[src/rtl/clock_divider_prog_pkg.sv]
`default_nettype none
// ============================================================================
// Module   : clock_divider_prog_pkg
// Brief    : Shared constants, channel mode encoding and width helper.
// Revision : 1.0
// ============================================================================
package clock_divider_prog_pkg;

  localparam int c_CNT_W       = 16;
  localparam int c_DEFAULT_DIV = 49;

  typedef enum logic [1:0] {
    MODE_CLEAR = 2'd0,
    MODE_IDLE  = 2'd1,
    MODE_TERM  = 2'd2,
    MODE_COUNT = 2'd3
  } ch_mode_e;

  function automatic int ch_width(input int n);
    return (n > 1) ? $clog2(n) : 1;
  endfunction

endpackage
`default_nettype wire

[src/rtl/clock_divider_prog_ch.sv]
`default_nettype none
// ============================================================================
// Module   : clock_divider_prog_ch
// Brief    : One divider channel with shadowed divisor applied at terminal count.
// Revision : 1.0
// ============================================================================
module clock_divider_prog_ch
  import clock_divider_prog_pkg::*;
#(
  parameter int              CNT_W       = c_CNT_W,
  parameter logic [CNT_W-1:0] DEFAULT_DIV = CNT_W'(c_DEFAULT_DIV)
) (
  input  logic             i_clk,
  input  logic             i_reset,
  input  logic             i_en,
  input  logic             i_sync_clr,
  input  logic             i_wr,
  input  logic [CNT_W-1:0] i_wr_div,
  output logic             o_clk,
  output logic             o_tick,
  output logic             o_pending
);

  logic [CNT_W-1:0] r_cnt;
  logic [CNT_W-1:0] r_active_div;
  logic [CNT_W-1:0] r_shadow_div;
  logic             r_clk;
  logic             r_tick;
  logic             r_pending;
  ch_mode_e         w_mode;
  logic [CNT_W-1:0] w_next_div;

  always_comb begin
    w_mode = MODE_COUNT;
    if (i_sync_clr)                 w_mode = MODE_CLEAR;
    else if (!i_en)                 w_mode = MODE_IDLE;
    else if (r_cnt == r_active_div) w_mode = MODE_TERM;
  end

  // A write landing on an apply cycle bypasses the shadow.
  assign w_next_div = i_wr ? i_wr_div : r_shadow_div;

  always_ff @(posedge i_clk or posedge i_reset) begin
    if (i_reset) begin
      r_cnt        <= '0;
      r_active_div <= DEFAULT_DIV;
      r_shadow_div <= DEFAULT_DIV;
      r_clk        <= 1'b0;
      r_tick       <= 1'b0;
      r_pending    <= 1'b0;
    end else begin
      if (i_wr) r_shadow_div <= i_wr_div;
      case (w_mode)
        MODE_CLEAR, MODE_IDLE: begin
          r_cnt        <= '0;
          r_clk        <= 1'b0;
          r_tick       <= 1'b0;
          r_active_div <= w_next_div;
          r_pending    <= 1'b0;
        end
        MODE_TERM: begin
          r_cnt        <= '0;
          r_clk        <= ~r_clk;
          r_tick       <= 1'b1;
          r_active_div <= w_next_div;
          r_pending    <= 1'b0;
        end
        default: begin
          r_cnt  <= r_cnt + CNT_W'(1);
          r_tick <= 1'b0;
          if (i_wr) r_pending <= 1'b1;
        end
      endcase
    end
  end

  assign o_clk     = r_clk;
  assign o_tick    = r_tick;
  assign o_pending = r_pending;

endmodule
`default_nettype wire

[src/rtl/clock_divider_prog.sv]
`default_nettype none
// ============================================================================
// Module   : clock_divider_prog
// Brief    : N-channel programmable clock divider with shared divisor write port.
// Revision : 1.0
// ============================================================================
module clock_divider_prog
  import clock_divider_prog_pkg::*;
#(
  parameter int N_CH        = 4,
  parameter int CNT_W       = c_CNT_W,
  parameter int DEFAULT_DIV = c_DEFAULT_DIV,
  localparam int CH_W       = ch_width(N_CH)
) (
  input  logic             i_clk,
  input  logic             i_reset,
  input  logic [N_CH-1:0]  i_en,
  input  logic             i_sync_clr,
  input  logic             i_wr_en,
  input  logic [CH_W-1:0]  i_wr_ch,
  input  logic [CNT_W-1:0] i_wr_div,
  output logic [N_CH-1:0]  o_clk,
  output logic [N_CH-1:0]  o_tick,
  output logic [N_CH-1:0]  o_pending
);

  logic [N_CH-1:0] w_wr_sel;

  for (genvar g = 0; g < N_CH; g++) begin : g_ch
    // Addresses at or above N_CH match no channel and are dropped.
    localparam logic [CH_W-1:0] c_CH_IDX = CH_W'(g);

    assign w_wr_sel[g] = i_wr_en && (i_wr_ch == c_CH_IDX);

    clock_divider_prog_ch #(
      .CNT_W       (CNT_W),
      .DEFAULT_DIV (CNT_W'(DEFAULT_DIV))
    ) u_ch (
      .i_clk      (i_clk),
      .i_reset    (i_reset),
      .i_en       (i_en[g]),
      .i_sync_clr (i_sync_clr),
      .i_wr       (w_wr_sel[g]),
      .i_wr_div   (i_wr_div),
      .o_clk      (o_clk[g]),
      .o_tick     (o_tick[g]),
      .o_pending  (o_pending[g])
    );
  end

endmodule
`default_nettype wire

[config.mk]
export PLATFORM = sky130hd
export DESIGN_NAME = clock_divider_prog
export DESIGN_NICKNAME = d
export VERILOG_FILES = /design/src/rtl/clock_divider_prog_pkg.sv /design/src/rtl/clock_divider_prog_ch.sv /design/src/rtl/clock_divider_prog.sv
export SDC_FILE = /design/constraint.sdc
export NUM_CORES = 1
export LEC_CHECK = 0
export ABC_AREA = 0
export BUFFER_PORTS_ARGS = -buffer_cell sky130_fd_sc_hd__buf_4
export CAP_MARGIN = 20
export CORE_MARGIN = 4
export CORE_UTILIZATION = 30
export DETAILED_ROUTE_END_ITERATION = 12
export PLACE_DENSITY = 0.46
export RECOVER_POWER = 25
export SYNTH_ARGS = -nofsm -noshare
export SYNTH_HDL_FRONTEND = slang
export SYNTH_HIERARCHICAL = 1
export SYNTH_SLANG_ARGS = --single-unit
[constraint.sdc]
create_clock -name i_clk -period 4.4 [get_ports i_clk]
set_input_delay 1.32 -clock i_clk [delete_from_list [all_inputs] [get_ports i_clk]]
set_output_delay 1.32 -clock i_clk [all_outputs]
set_load 0.05 [all_outputs]
# [Yosys cells after proc, flatten, opt, wreduce, memory -nomap -nowiden]
# Cells that the tools add are included.
[classes] add_sub_neg=4 n_mul=0 n_div=0 order_cmp=0 eq_ne=15 shifts=0 muxes=36 bitwise_logic=4 n_reduce_logical=25
[op_table] operator="$mux W16" count=8
[op_table] operator="$add A16 B1 Y16 const B" count=4
[op_table] operator="$eq A16 B16 Y1" count=4
[op_table] operator="$mux W1" count=16
[op_table] operator="$mux W2" count=8
[op_table] operator="$reduce_bool A2 Y1" count=8
[op_table] operator="$eq A2 B2 Y1 const B" count=6
[op_table] operator="$reduce_or A3 Y1" count=4
[op_table] operator="$eq A2 B1 Y1 const B" count=5
[op_table] operator="$logic_not A2 Y1" count=5
[op_table] operator="$pmux W1 S2" count=4
[op_table] operator="$reduce_or A2 Y1" count=4
[op_table] operator="$logic_and A1 B1 Y1" count=4
[op_table] operator="$not A1 Y1" count=4
[word_totals] register_bits=204 latch_bits=0 ram_bits=0 rom_bits=0 out_inout_bits=12 mem_count=0

# [Longest topological paths before layout]
# Gate-level depths: netlist of the first run.
[logic_depth] ltp_word=7 depth_mapped=7

# [Cells and area by module]
# The synthesis of the first run kept the hierarchy.
[modules_own_cells] module="clock_divider_prog_ch" n_inst=4 cells_per_inst=177 area_per_inst_um2=2338.5
[modules_own_cells] module="clock_divider_prog" n_inst=1 cells_per_inst=4 area_per_inst_um2=37.5

# [Worst setup path after synthesis of the first run]
# No wires, ideal clock.
[synth_timing] kind="input to register" from="in i_wr_ch[1]" to="reg g_ch[1].u_ch.r_active_div[6]" t_arrival_ps=2759 path_slack_ps=1516 cell_stages=5 n_path_buf=2 cell_sequence="and3b_1 > clkbuf_1 > buf_1 > mux2_2 > mux2_2"
[synth_via] elab_chain_len=3
[synth_rtl] item="start: declaration" line="clock_divider_prog.sv:20" text="input logic [CH_W-1:0] i_wr_ch,"
[synth_rtl] item="$eq A2 B1 Y1" line="clock_divider_prog.sv:33" text="assign w_wr_sel[g] = i_wr_en && (i_wr_ch == c_CH_IDX);"
[synth_rtl] item="$logic_and A1 B1 Y1" line="clock_divider_prog.sv:33"
[synth_rtl] item="$mux W16" line="clock_divider_prog_ch.sv:41" text="assign w_next_div = i_wr ? i_wr_div : r_shadow_div;"
[synth_rtl] item="named net g_ch[1].u_ch.w_next_div[6]" line="clock_divider_prog_ch.sv:31" text="logic [CNT_W-1:0] w_next_div;"
[synth_rtl] item="end signal: assignment" line="clock_divider_prog_ch.sv:58" text="r_active_div <= w_next_div;"
[synth_rtl] item="end signal: assignment" line="clock_divider_prog_ch.sv:65" text="r_active_div <= w_next_div;"
[synth_rtl] item="end: declaration" line="clock_divider_prog_ch.sv:25" text="logic [CNT_W-1:0] r_active_div;"
# The timed path passes the listed nets, and every way through them passes these cells.
# A chain may end at the register's enable or synchronous reset.

# [Worst setup path after layout of the first run]
[layout_timing] from="in i_wr_ch[1]" to="reg g_ch[1].u_ch.r_active_div[13]"
[layout_via] elab_chain_len=3
[layout_rtl] item="$eq A2 B1 Y1" line="clock_divider_prog.sv:33"
[layout_rtl] item="$logic_and A1 B1 Y1" line="clock_divider_prog.sv:33"
[layout_rtl] item="named net w_wr_sel[1]" line="clock_divider_prog.sv:27" text="logic [N_CH-1:0] w_wr_sel;"
[layout_rtl] item="$mux W16" line="clock_divider_prog_ch.sv:41"
[layout_rtl] item="named net g_ch[1].u_ch.w_next_div[13]" line="clock_divider_prog_ch.sv:31"
# The timed path passes the listed nets, and every way through them passes these cells.

==> results of run 1 <==
## flip-flops by register name, summed over array words and instances (netlist names)
register / flops
g_ch.u_ch/r_active_div: 64
g_ch.u_ch/o_tick: 4
g_ch.u_ch/r_cnt: 64
g_ch.u_ch/o_clk: 4
g_ch.u_ch/r_shadow_div: 64
g_ch.u_ch/o_pending: 4
## cells by family after synthesis
| logic type | synth area share |
|---|---|
| and+or+nand+nor | 0.128 |
| DFF | 0.547 |
| muxes | 0.174 |
| xor gates and xnor gates | 0.112 |
| buffers and inverters | 0.0229 |
| AOI/OAI and AO/OA | 0.0112 |
| adders and majority gates | 0.00533 |
## worst max path at each step
stage	to	cells after the start	slack, ps	startpoint
after floorplan	g_ch[1].u_ch/r_active_div[6]	5	1520	i_wr_ch[1]
after global placement	g_ch[1].u_ch/r_active_div[7]	6	1330	i_en[1]
after detailed placement	g_ch[1].u_ch/r_active_div[8]	6	1310	i_en[1]
after CTS	g_ch[1].u_ch/r_active_div[8]	6	1850	i_en[1]
after global routing	g_ch[1].u_ch/r_active_div[8]	6	1750	g_ch[1].u_ch/r_cnt[11]
final	g_ch[1].u_ch/r_active_div[13]	4	1860	i_wr_ch[1]
## power by group through the flow
stage                     registers (W)  clock network (W)  logic [W]
final                           0.00230            0.00210   0.000674
after global routing            0.00233            0.00225   0.000744
after CTS                       0.00231            0.00217   0.000689
after detailed placement        0.00234                  0   0.000685
after global placement          0.00234                  0   0.000676
after floorplan                 0.00228                  0   0.000557
## cell usage after synthesis
cell / number / area (sq um)
nand3_2: 4 / 40.0
or4_1: 4 / 30.0
nor3_1: 8 / 40.0
mux2_2: 76 / 856
xnor2_1: 52 / 455
ha_1: 4 / 50.1
clkbuf_1: 4 / 15.0
nor4_4: 4 / 85.1
nor2b_1: 4 / 25.0
o21ai_4: 4 / 65.1
inv_1: 4 / 15.0
buf_12: 4 / 80.1
nand2b_1: 4 / 25.0
nor2_1: 80 / 300
nand3_1: 28 / 140
nand4_1: 12 / 75.1
a21oi_1: 4 / 20.0
or2_2: 4 / 25.0
and3b_1: 2 / 17.5
mux2_4: 52 / 781
or3_1: 4 / 25.0
and3_1: 20 / 125
and4_1: 8 / 70.1
and3_2: 1 / 7.51
nor4_2: 4 / 50.1
nand2_1: 28 / 105
xor2_1: 68 / 596
o21ai_0: 4 / 20.0
dfrtp_1: 180 / 4500
dfstp_2: 24 / 631
buf_6: 8 / 90.1
buf_1: 4 / 15.0
nor3b_2: 1 / 12.5
## stage by stage
step | setup slack [ps] | area (sq um) | hold WS (ps)
CTS | 1850 | 10900 | 498
global placement | 1330 | 10000 | 479
global route | 1750 | 10900 | 501
detailed placement | 1310 | 10000 | 484
floorplan | 1520 | 9390 | 468
finish | 1860 | 10900 | 494
## worst register-to-register path, stage by stage (launching register included)
cell	delay (ps)
dfrtp_1	440
xor2_1	170
nor4_2	390
nand3_2	180
o21ai_4	470
buf_4	350
mux2_2	360
## routing by layer
layer | vias to the layer above | routed length [microns] | track usage
li1 | 2537 | - | -
met1 | 2672 | 10200 | 0.179
met2 | 63 | 9050 | 0.187
met3 | 20 | 604 | 0.0198
met4 | 0 | 351 | 0.0244
met5 | - | 0 | 0
## cell type report
| class | count | area (sq um) |
|---|---|---|
| clock inverter | 11 | 200 |
| inverter | 4 | 15.0 |
| clock buffer | 31 | 636 |
| multi-input combinational | 484 | 4040 |
| timing repair buffer | 48 | 365 |
| tap | 396 | 495 |
| fill | 3024 | 19900 |
| sequential | 204 | 5130 |
==> impl_metrics.py, run 1 <==
metrics = {
    "critical_path": {
        "reg2reg_to": "g_ch[1].u_ch/r_active_div[8]",
        "crit_path_end_kind": "flop",
        "r2r_cells": 6,
        "cp_max_fo": 17,
        "cp.arrival_ps": 2930,
        "rrSetupSlack_ps": 1940,
        "worst-path-buf-inv": 1,
        "r2r-start": "g_ch[1].u_ch/r_cnt[11]",
        "cp_top_family": "simple AND/OR/NAND/NOR gates",
        "worstSetupPathType": "in -> reg",
        "worstPathRequired_ps": 4790,
        "cp_slowest_cell": "and3b_1",
        "cp_slowest_stage_delay_ps": 780,
        "crit_path_start_kind": "input port",
        "cp_cell_sequence": "buf_4 > and3b_1 > mux2_2 > mux2_4",
    },
    "pwr": {
        "switching_power_w": 0.00123,
        "power_frac_comb": 0.133,
        "pwr_density_cell_nw_per_um2": 467,
        "power.share.clock": 0.414,
        "p_leak_nw": 4.69,
        "power_frac_seq": 0.453,
        "ir_worst_vdd_mv": 0.251,
        "design_power_total_w": 0.00508,
        "p_int_w": 0.00385,
        "swShare": 0.242,
    },
    "timing": {
        "post-route-period-util": 0.577,
        "fin_tns_setup_ps": 0,
        "worst_pin_slew_ps": 1390,
        "relSlewSlack": 0.0754,
        "setup_viol": 0,
        "period_minus_slack_ps": 2540,
        "skew_ps": 10.6,
        "drv_slew": 0,
        "grt_setup_unrepaired": "no",
        "fmax_mhz": 394,
        "hold_viol_final": 0,
    },
    "routing": {
        "ant_nets": 0,
        "num_vias": 5292,
        "drtPass1Iterations": 4,
        "first_iter_violations": 177,
        "drc": 0,
        "routedWlPerCell_microns": 17.2,
        "routed_wirelength_mm": 20.3,
        "viasPerCell": 4.49,
    },
    "synthesis": {
        "seq_area_frac_synth": 0.547,
        "synthCells": 712,
        "syn_area_sq_um": 9390,
        "ys_ff_latch": 204,
        "synth_area_per_cell_sq_um": 13.2,
        "ys_types": 33,
        "synth_nets": 742,
        "yosysWarnings": 6,
    },
    "final_layout": {
        "layout_commonest_cell": "dfrtp_1",
        "diodes": 0,
        "area_delta_synth_final_pct": 15.9,
        "utilization": 0.354,
        "final_cell_mix": "dfrtp_1, nor2_1, mux2_2",
        "layout-drive-gt1-share": 0.329,
        "fin_nets": 795,
        "final_cells": 1178,
    },
    "min_path": {
        "worstHoldPathCells": 1,
        "min-delay-start": "g_ch[3].u_ch/r_shadow_div[6]",
        "min_path_type": "reg -> reg",
        "hold_path_end": "g_ch[3].u_ch/r_shadow_div[6]",
    },
    "global_routing": {
        "grt_max_degree": 50,
        "grt_util_all_layers": 0.121,
        "overflow": 0,
        "grt_pass1_vias": 5664,
        "antenna_found_initial": 0,
        "grt_pass1_wl_mm": 32.6,
    },
    "cts": {
        "ctsLongestPathBuffers": 3,
        "cts_hold_buf": 0,
        "cts_htree_levels": 1,
        "cts_sinks": 204,
        "post_cts_buffers": 0,
        "insertion_delay_ps": 510,
        "cts_root_buffer": "clkbuf_16",
        "cts.clk_slew.worst_paths_ps": 60,
        "cts_tree": "yes",
        "cts_made_buffers": 23,
        "cts_resized": 0,
    },
    "floorplanning": {
        "io_pins": 38,
        "core-area_sq_um": 30700,
        "die_w_microns": 185,
        "start_util": 0.305,
        "fp-row-count": 64,
        "die_y_microns": 185,
        "die_area_sq_um": 34200,
    },
    "place": {
        "hpwl_mm": 13.7,
        "gp_congestion": 0.743,
        "portBuffers": 37,
        "dp.cells": 1135,
    },
    "run": {
        "drv_cap": 0,
    },
    "status": {
        "status": "finished clean",
    },
}
Note: power is estimated with default switching activity, not from simulation.
==> run 2: changes to the inputs <==
Settings changed: PLACE_DENSITY 0.46 to 0.47.
Clock period 4.4 ns to 2.2 ns, I/O delays scaled along.
==> run 2 against run 1 <==
First-iteration DRC count is 1.7% lower. Non-clock buffer count is 22 higher. Combinational power is 110% higher. Critical path depth is 2 higher. Critical endpoint is now g_ch[3].u_ch/r_active_div[8]. Clock power is 90% higher. Hold slack worse by 88 ps. Worst setup slack worse by 1700 ps. Critical path type is now reg -> reg. Global-route usage is 0.071 points higher. Clock skew is 0.66 ps higher. Power is 96% higher. Via count is 1.7% higher.
==> impl_metrics.py, run 2 (synthesis results as in run 1) <==
metrics = {
    "critical_path": {
        "r2r_cells": 6,
        "crit_path_end_kind": "flop",
        "worstPathRequired_ps": 2590,
        "r2r-start": "g_ch[3].u_ch/r_cnt[3]",
        "reg2reg_to": "g_ch[3].u_ch/r_active_div[8]",
        "worstSetupPathType": "reg -> reg",
        "crit_path_start_kind": "flop",
        "cp.arrival_ps": 2470,
        "cp_max_fo": 19,
        "rrSetupSlack_ps": 110,
    },
    "status": {
        "status": "finished clean",
    },
    "timing": {
        "period_minus_slack_ps": 2090,
        "post-route-period-util": 0.949,
        "fmax_mhz": 479,
        "drv_slew": 0,
        "setup_viol": 0,
        "worst_pin_slew_ps": 1280,
        "skew_ps": 11.3,
        "fin_tns_setup_ps": 0,
        "hold_viol_final": 0,
        "grt_setup_unrepaired": "no",
        "relSlewSlack": 0.147,
    },
    "routing": {
        "wl_met1_mm": 10.5,
        "routedWlPerCell_microns": 16.9,
        "viasPerCell": 4.49,
        "first_iter_violations": 174,
        "wl_met3_microns": 589,
        "num_vias": 5381,
        "ant_nets": 0,
        "drc": 0,
        "met2_length_mm": 8.68,
        "routed_wirelength_mm": 20.3,
        "drtPass1Iterations": 4,
        "dr.max_layer_used": "met4",
    },
    "pwr": {
        "power_frac_seq": 0.461,
        "switching_power_w": 0.00241,
        "power_frac_comb": 0.141,
        "p_int_w": 0.00757,
        "pwr_density_cell_nw_per_um2": 897,
        "swShare": 0.241,
        "ir_worst_vdd_mv": 0.522,
        "power.share.clock": 0.399,
        "p_leak_nw": 4.83,
    },
    "run": {
        "drv_cap": 0,
    },
    "final_layout": {
        "diodes": 0,
        "top_regs": "g_ch.u_ch/r_active_div (64), g_ch.u_ch/r_cnt (64), g_ch.u_ch/r_shadow_div (64)",
        "area_delta_synth_final_pct": 18.3,
        "final_cells": 1198,
        "final_cell_mix": "dfrtp_1, nor2_1, mux2_2",
        "layout_commonest_cell": "dfrtp_1",
        "layout-drive-gt1-share": 0.350,
        "utilization": 0.361,
        "fin_nets": 817,
    },
    "cts": {
        "cts_root_buffer": "clkbuf_16",
        "cts_made_buffers": 23,
        "insertion_delay_ps": 500,
        "ctsLongestPathBuffers": 3,
        "cts_sinks": 204,
        "cts_htree_levels": 1,
        "cts_tree": "yes",
        "cts_resized": 0,
        "cts.clk_slew.worst_paths_ps": 60,
    },
    "floorplanning": {
        "io_pins": 38,
        "die_w_microns": 185,
        "fp-row-count": 64,
        "core-area_sq_um": 30700,
        "start_util": 0.305,
        "die_y_microns": 185,
        "die_area_sq_um": 34200,
    },
    "place": {
        "dp.cells": 1157,
        "hpwl_mm": 14.0,
        "gp_congestion": 0.776,
        "portBuffers": 37,
    },
    "global_routing": {
        "grt_pass1_vias": 5785,
        "grt_max_degree": 52,
        "overflow": 0,
        "antenna_found_initial": 0,
        "grt_pass1_wl_mm": 32.9,
        "grt_util_all_layers": 0.121,
    },
    "min_path": {
        "min_path_type": "in -> async",
    },
}
run 2: power by group through the flow:
stage | registers, W | logic [W] | clock network, W
after detailed placement | 0.00467 | 0.00143 | 0
after floorplan | 0.00457 | 0.00111 | 0
after CTS | 0.00461 | 0.00144 | 0.00412
after global routing | 0.00465 | 0.00154 | 0.00431
after global placement | 0.00466 | 0.00142 | 0
final | 0.00460 | 0.00140 | 0.00398
run 2: final cells by class:
type | count | area [sq um]
clock buffer | 31 | 666
clock inverter | 9 | 123
fill | 3061 | 19600
inverter | 4 | 15.0
multi-input combinational | 484 | 4040
sequential | 204 | 5130
tap | 396 | 495
timing repair buffer | 70 | 639
run 2: how the worst max path moves through the flow:
stage                           startpoint  slack, ps                            to  cells after the start
global placement    g_ch[3].u_ch/r_cnt[11]        140  g_ch[3].u_ch/r_active_div[8]                      6
CTS                 g_ch[3].u_ch/r_cnt[11]         80  g_ch[3].u_ch/r_active_div[8]                      6
global route         g_ch[3].u_ch/r_cnt[3]          6  g_ch[3].u_ch/r_active_div[8]                      6
finish               g_ch[3].u_ch/r_cnt[3]        110  g_ch[3].u_ch/r_active_div[8]                      6
detailed placement  g_ch[3].u_ch/r_cnt[11]        110  g_ch[3].u_ch/r_active_div[8]                      6
floorplan                          i_wr_en          6  g_ch[3].u_ch/r_active_div[6]                      5
run 2: repair_timing:
| item | in CTS | in global routing |
|---|---|---|
| setup endpoints to repair | 0 | 1 |
| setup buffers | 0 | 1 |
| hold buffers | 0 | 0 |
run 2: routing by layer:
layer,vias to the layer above,track usage
li1,2580,-
met1,2707,0.185
met2,64,0.180
met3,30,0.0204
met4,0,0.0305
met5,-,0
run 2: metrics by stage:
stage / area, sq um / hold slack, ps / total power [W] / setup WS [ps]
2_1_floorplan: 9400 / 468 / 0.00568 / 5.89
3_3_place_gp: 10400 / 480 / 0.00609 / 142
3_5_place_dp: 10400 / 485 / 0.00610 / 107
4_1_cts: 11200 / 176 / 0.0102 / 82.2
5_1_grt: 11100 / 422 / 0.0105 / 5.82
6_report: 11100 / 405 / 0.00998 / 113
run 2: worst max-delay path, stage by stage, from the launching register on:
cell	delay (ps)
dfrtp_1	440
xor2_1	180
nor4_2	380
nand3_2	170
o21ai_4	250
buf_12	200
mux2_2	340
==> run 3: changes to the inputs <==
Settings changed: CORE_UTILIZATION 30 to 25, PLACE_DENSITY 0.47 to 0.41, RECOVER_POWER 25 to 100.
==> run 3 against run 2 <==
Worst setup slack lost 16 ps. Non-clock buffer count shrank 6. Critical path depth shrank 1. Register-to-register slack gained 30 ps. Die area grew 19%. Sequential share of layout area grew 0.78 points. Via count shrank 1.1%. Wire length grew 4.0%. Count of clock-buffer cells in the layout grew 7. Final cell count grew 8.8%. Maximum frequency shrank 0.77%. Design area shrank 1.7%. Critical endpoint is now g_ch[2].u_ch/r_active_div[10].
==> impl_metrics.py, run 3 (synthesis results as in run 1) <==
metrics = {
    "status": {
        "status": "finished clean",
    },
    "critical_path": {
        "cp_max_fo": 17,
        "r2r_cells": 6,
        "r2r-start": "g_ch[3].u_ch/r_cnt[9]",
        "worstSetupPathType": "in -> reg",
        "crit_path_start_kind": "input port",
        "worstPathRequired_ps": 2590,
        "reg2reg_to": "g_ch[3].u_ch/r_active_div[1]",
        "rrSetupSlack_ps": 140,
        "crit_path_end_kind": "flop",
        "cp.arrival_ps": 2490,
    },
    "pwr": {
        "p_leak_nw": 4.56,
        "pwr_density_cell_nw_per_um2": 886,
        "ir_worst_vdd_mv": 0.650,
        "design_power_total_w": 0.00969,
    },
    "floorplanning": {
        "core-area_sq_um": 36900,
        "start_util": 0.255,
        "die_area_sq_um": 40700,
        "die_y_microns": 202,
        "die_w_microns": 202,
        "io_pins": 38,
        "fp-row-count": 70,
    },
    "routing": {
        "first_iter_violations": 205,
        "ant_nets": 0,
        "num_vias": 5320,
        "routed_wirelength_mm": 21.1,
        "viasPerCell": 4.08,
        "routedWlPerCell_microns": 16.2,
        "drtPass1Iterations": 4,
        "drc": 0,
    },
    "global_routing": {
        "grt.met3_usage": 0.0186,
        "antenna_found_initial": 0,
        "grt_pass1_vias": 5531,
        "overflow": 0,
        "met2_usage": 0.156,
        "grt-busiest-layer": "met2",
        "grt_max_degree": 52,
        "grt_pass1_wl_mm": 33.6,
        "grtUsageMet1": 0.156,
        "grt_util_all_layers": 0.104,
    },
    "run": {
        "drv_cap": 0,
    },
    "final_layout": {
        "diodes": 0,
        "layout-drive-gt1-share": 0.210,
        "layout_commonest_cell": "dfrtp_1",
        "nFillCells": 3773,
        "register_area_sq_um": 5130,
        "multi_input_area_sq_um": 3860,
        "fin_nets": 812,
        "area_delta_synth_final_pct": 16.4,
        "final_cell_mix": "dfrtp_1, mux2_1, nor2_1",
        "final_cells": 1304,
        "top_regs": "g_ch.u_ch/r_active_div (64), g_ch.u_ch/r_cnt (64), g_ch.u_ch/r_shadow_div (64)",
    },
    "place": {
        "dp_slack_ps": 97.7,
        "hpwl_mm": 14.6,
        "gp_congestion": 0.727,
        "dp.cells": 1260,
        "portBuffers": 37,
    },
    "timing": {
        "post-route-period-util": 0.956,
        "hold_viol_final": 0,
        "relSlewSlack": 0.135,
        "grt_setup_unrepaired": "no",
        "skew_ps": 7.11,
        "worst_hold_slack_ps": 370,
        "period_minus_slack_ps": 2100,
        "worst_pin_slew_ps": 1300,
        "drv_slew": 0,
        "fmax_mhz": 476,
        "fin_tns_setup_ps": 0,
        "setup_viol": 0,
        "fin_ws_ps": 97.0,
    },
    "cts": {
        "cts_made_buffers": 24,
        "ctsLongestPathBuffers": 3,
        "insertion_delay_ps": 510,
        "cts_sinks": 204,
        "cts_root_buffer": "clkbuf_16",
        "cts_hold_buf": 0,
        "cts_tree": "yes",
        "cts_htree_levels": 1,
        "cts.clk_slew.worst_paths_ps": 60,
    },
    "min_path": {
        "min_path_type": "in -> async",
    },
}
## run 3: changes by cell type in the layout (fill, tap and decap cells not counted), sizes merged
cell and delta:
dlymetal6s2s +1, inv +1, clkinv -2, buf -24
bufinv -2, clkbuf +24
## run 3: how the worst max path moves through the flow
stage	startpoint	endpoint	slack, ps	cells after the start
final	i_wr_ch[0]	g_ch[2].u_ch/r_active_div[10]	100	5
after global routing	i_wr_en	g_ch[3].u_ch/r_active_div[11]	10	5
after CTS	g_ch[3].u_ch/r_cnt[11]	g_ch[3].u_ch/r_active_div[7]	90	6
after detailed placement	g_ch[3].u_ch/r_cnt[11]	g_ch[3].u_ch/r_active_div[7]	100	6
after global placement	g_ch[3].u_ch/r_cnt[11]	g_ch[3].u_ch/r_active_div[8]	140	6
after floorplan	i_wr_en	g_ch[3].u_ch/r_active_div[6]	6	5
## run 3: repair_timing
action / 4_1_cts / 5_1_grt
endpoints found under the setup margin: 0 / 8
gates resized for setup: 0 / 0
setup buffers: 0 / 0
## run 3: area by class of cell
type                            instances  share of cell area
Sequential cell                       204               0.470
Multi-Input combinational cell        484               0.353
Clock buffer                           38              0.0663
Tap cell                              504              0.0577
Timing Repair Buffer                   64              0.0461
Clock inverter                          6             0.00527
Inverter                                4             0.00137
## run 3: stage by stage
step	utilization	area [sq um]
after floorplan	-	9400
after global placement	0.284	10500
after detailed placement	0.284	10500
after CTS	0.305	11200
after global routing	0.296	10900
final	0.296	10900
## run 3: critical path, cell delays in order
cell      delay [ps]
buf_4            120
and3b_1          190
clkbuf_1         790
mux2_2           430
mux2_1           290
## run 3: layer usage
| metal | up-vias | routed length (microns) |
|---|---|---|
| met5 | - | 0 |
| met4 | 0 | 430 |
| met3 | 26 | 654 |
| met2 | 68 | 9200 |
| met1 | 2636 | 10800 |
| li1 | 2590 | - |
## run 3: power by group
part	total (W)	internal, W	switching, W
logic	0.00120	0.000598	0.000597
clock network	0.00392	0.00237	0.00155
registers	0.00457	0.00431	0.000263
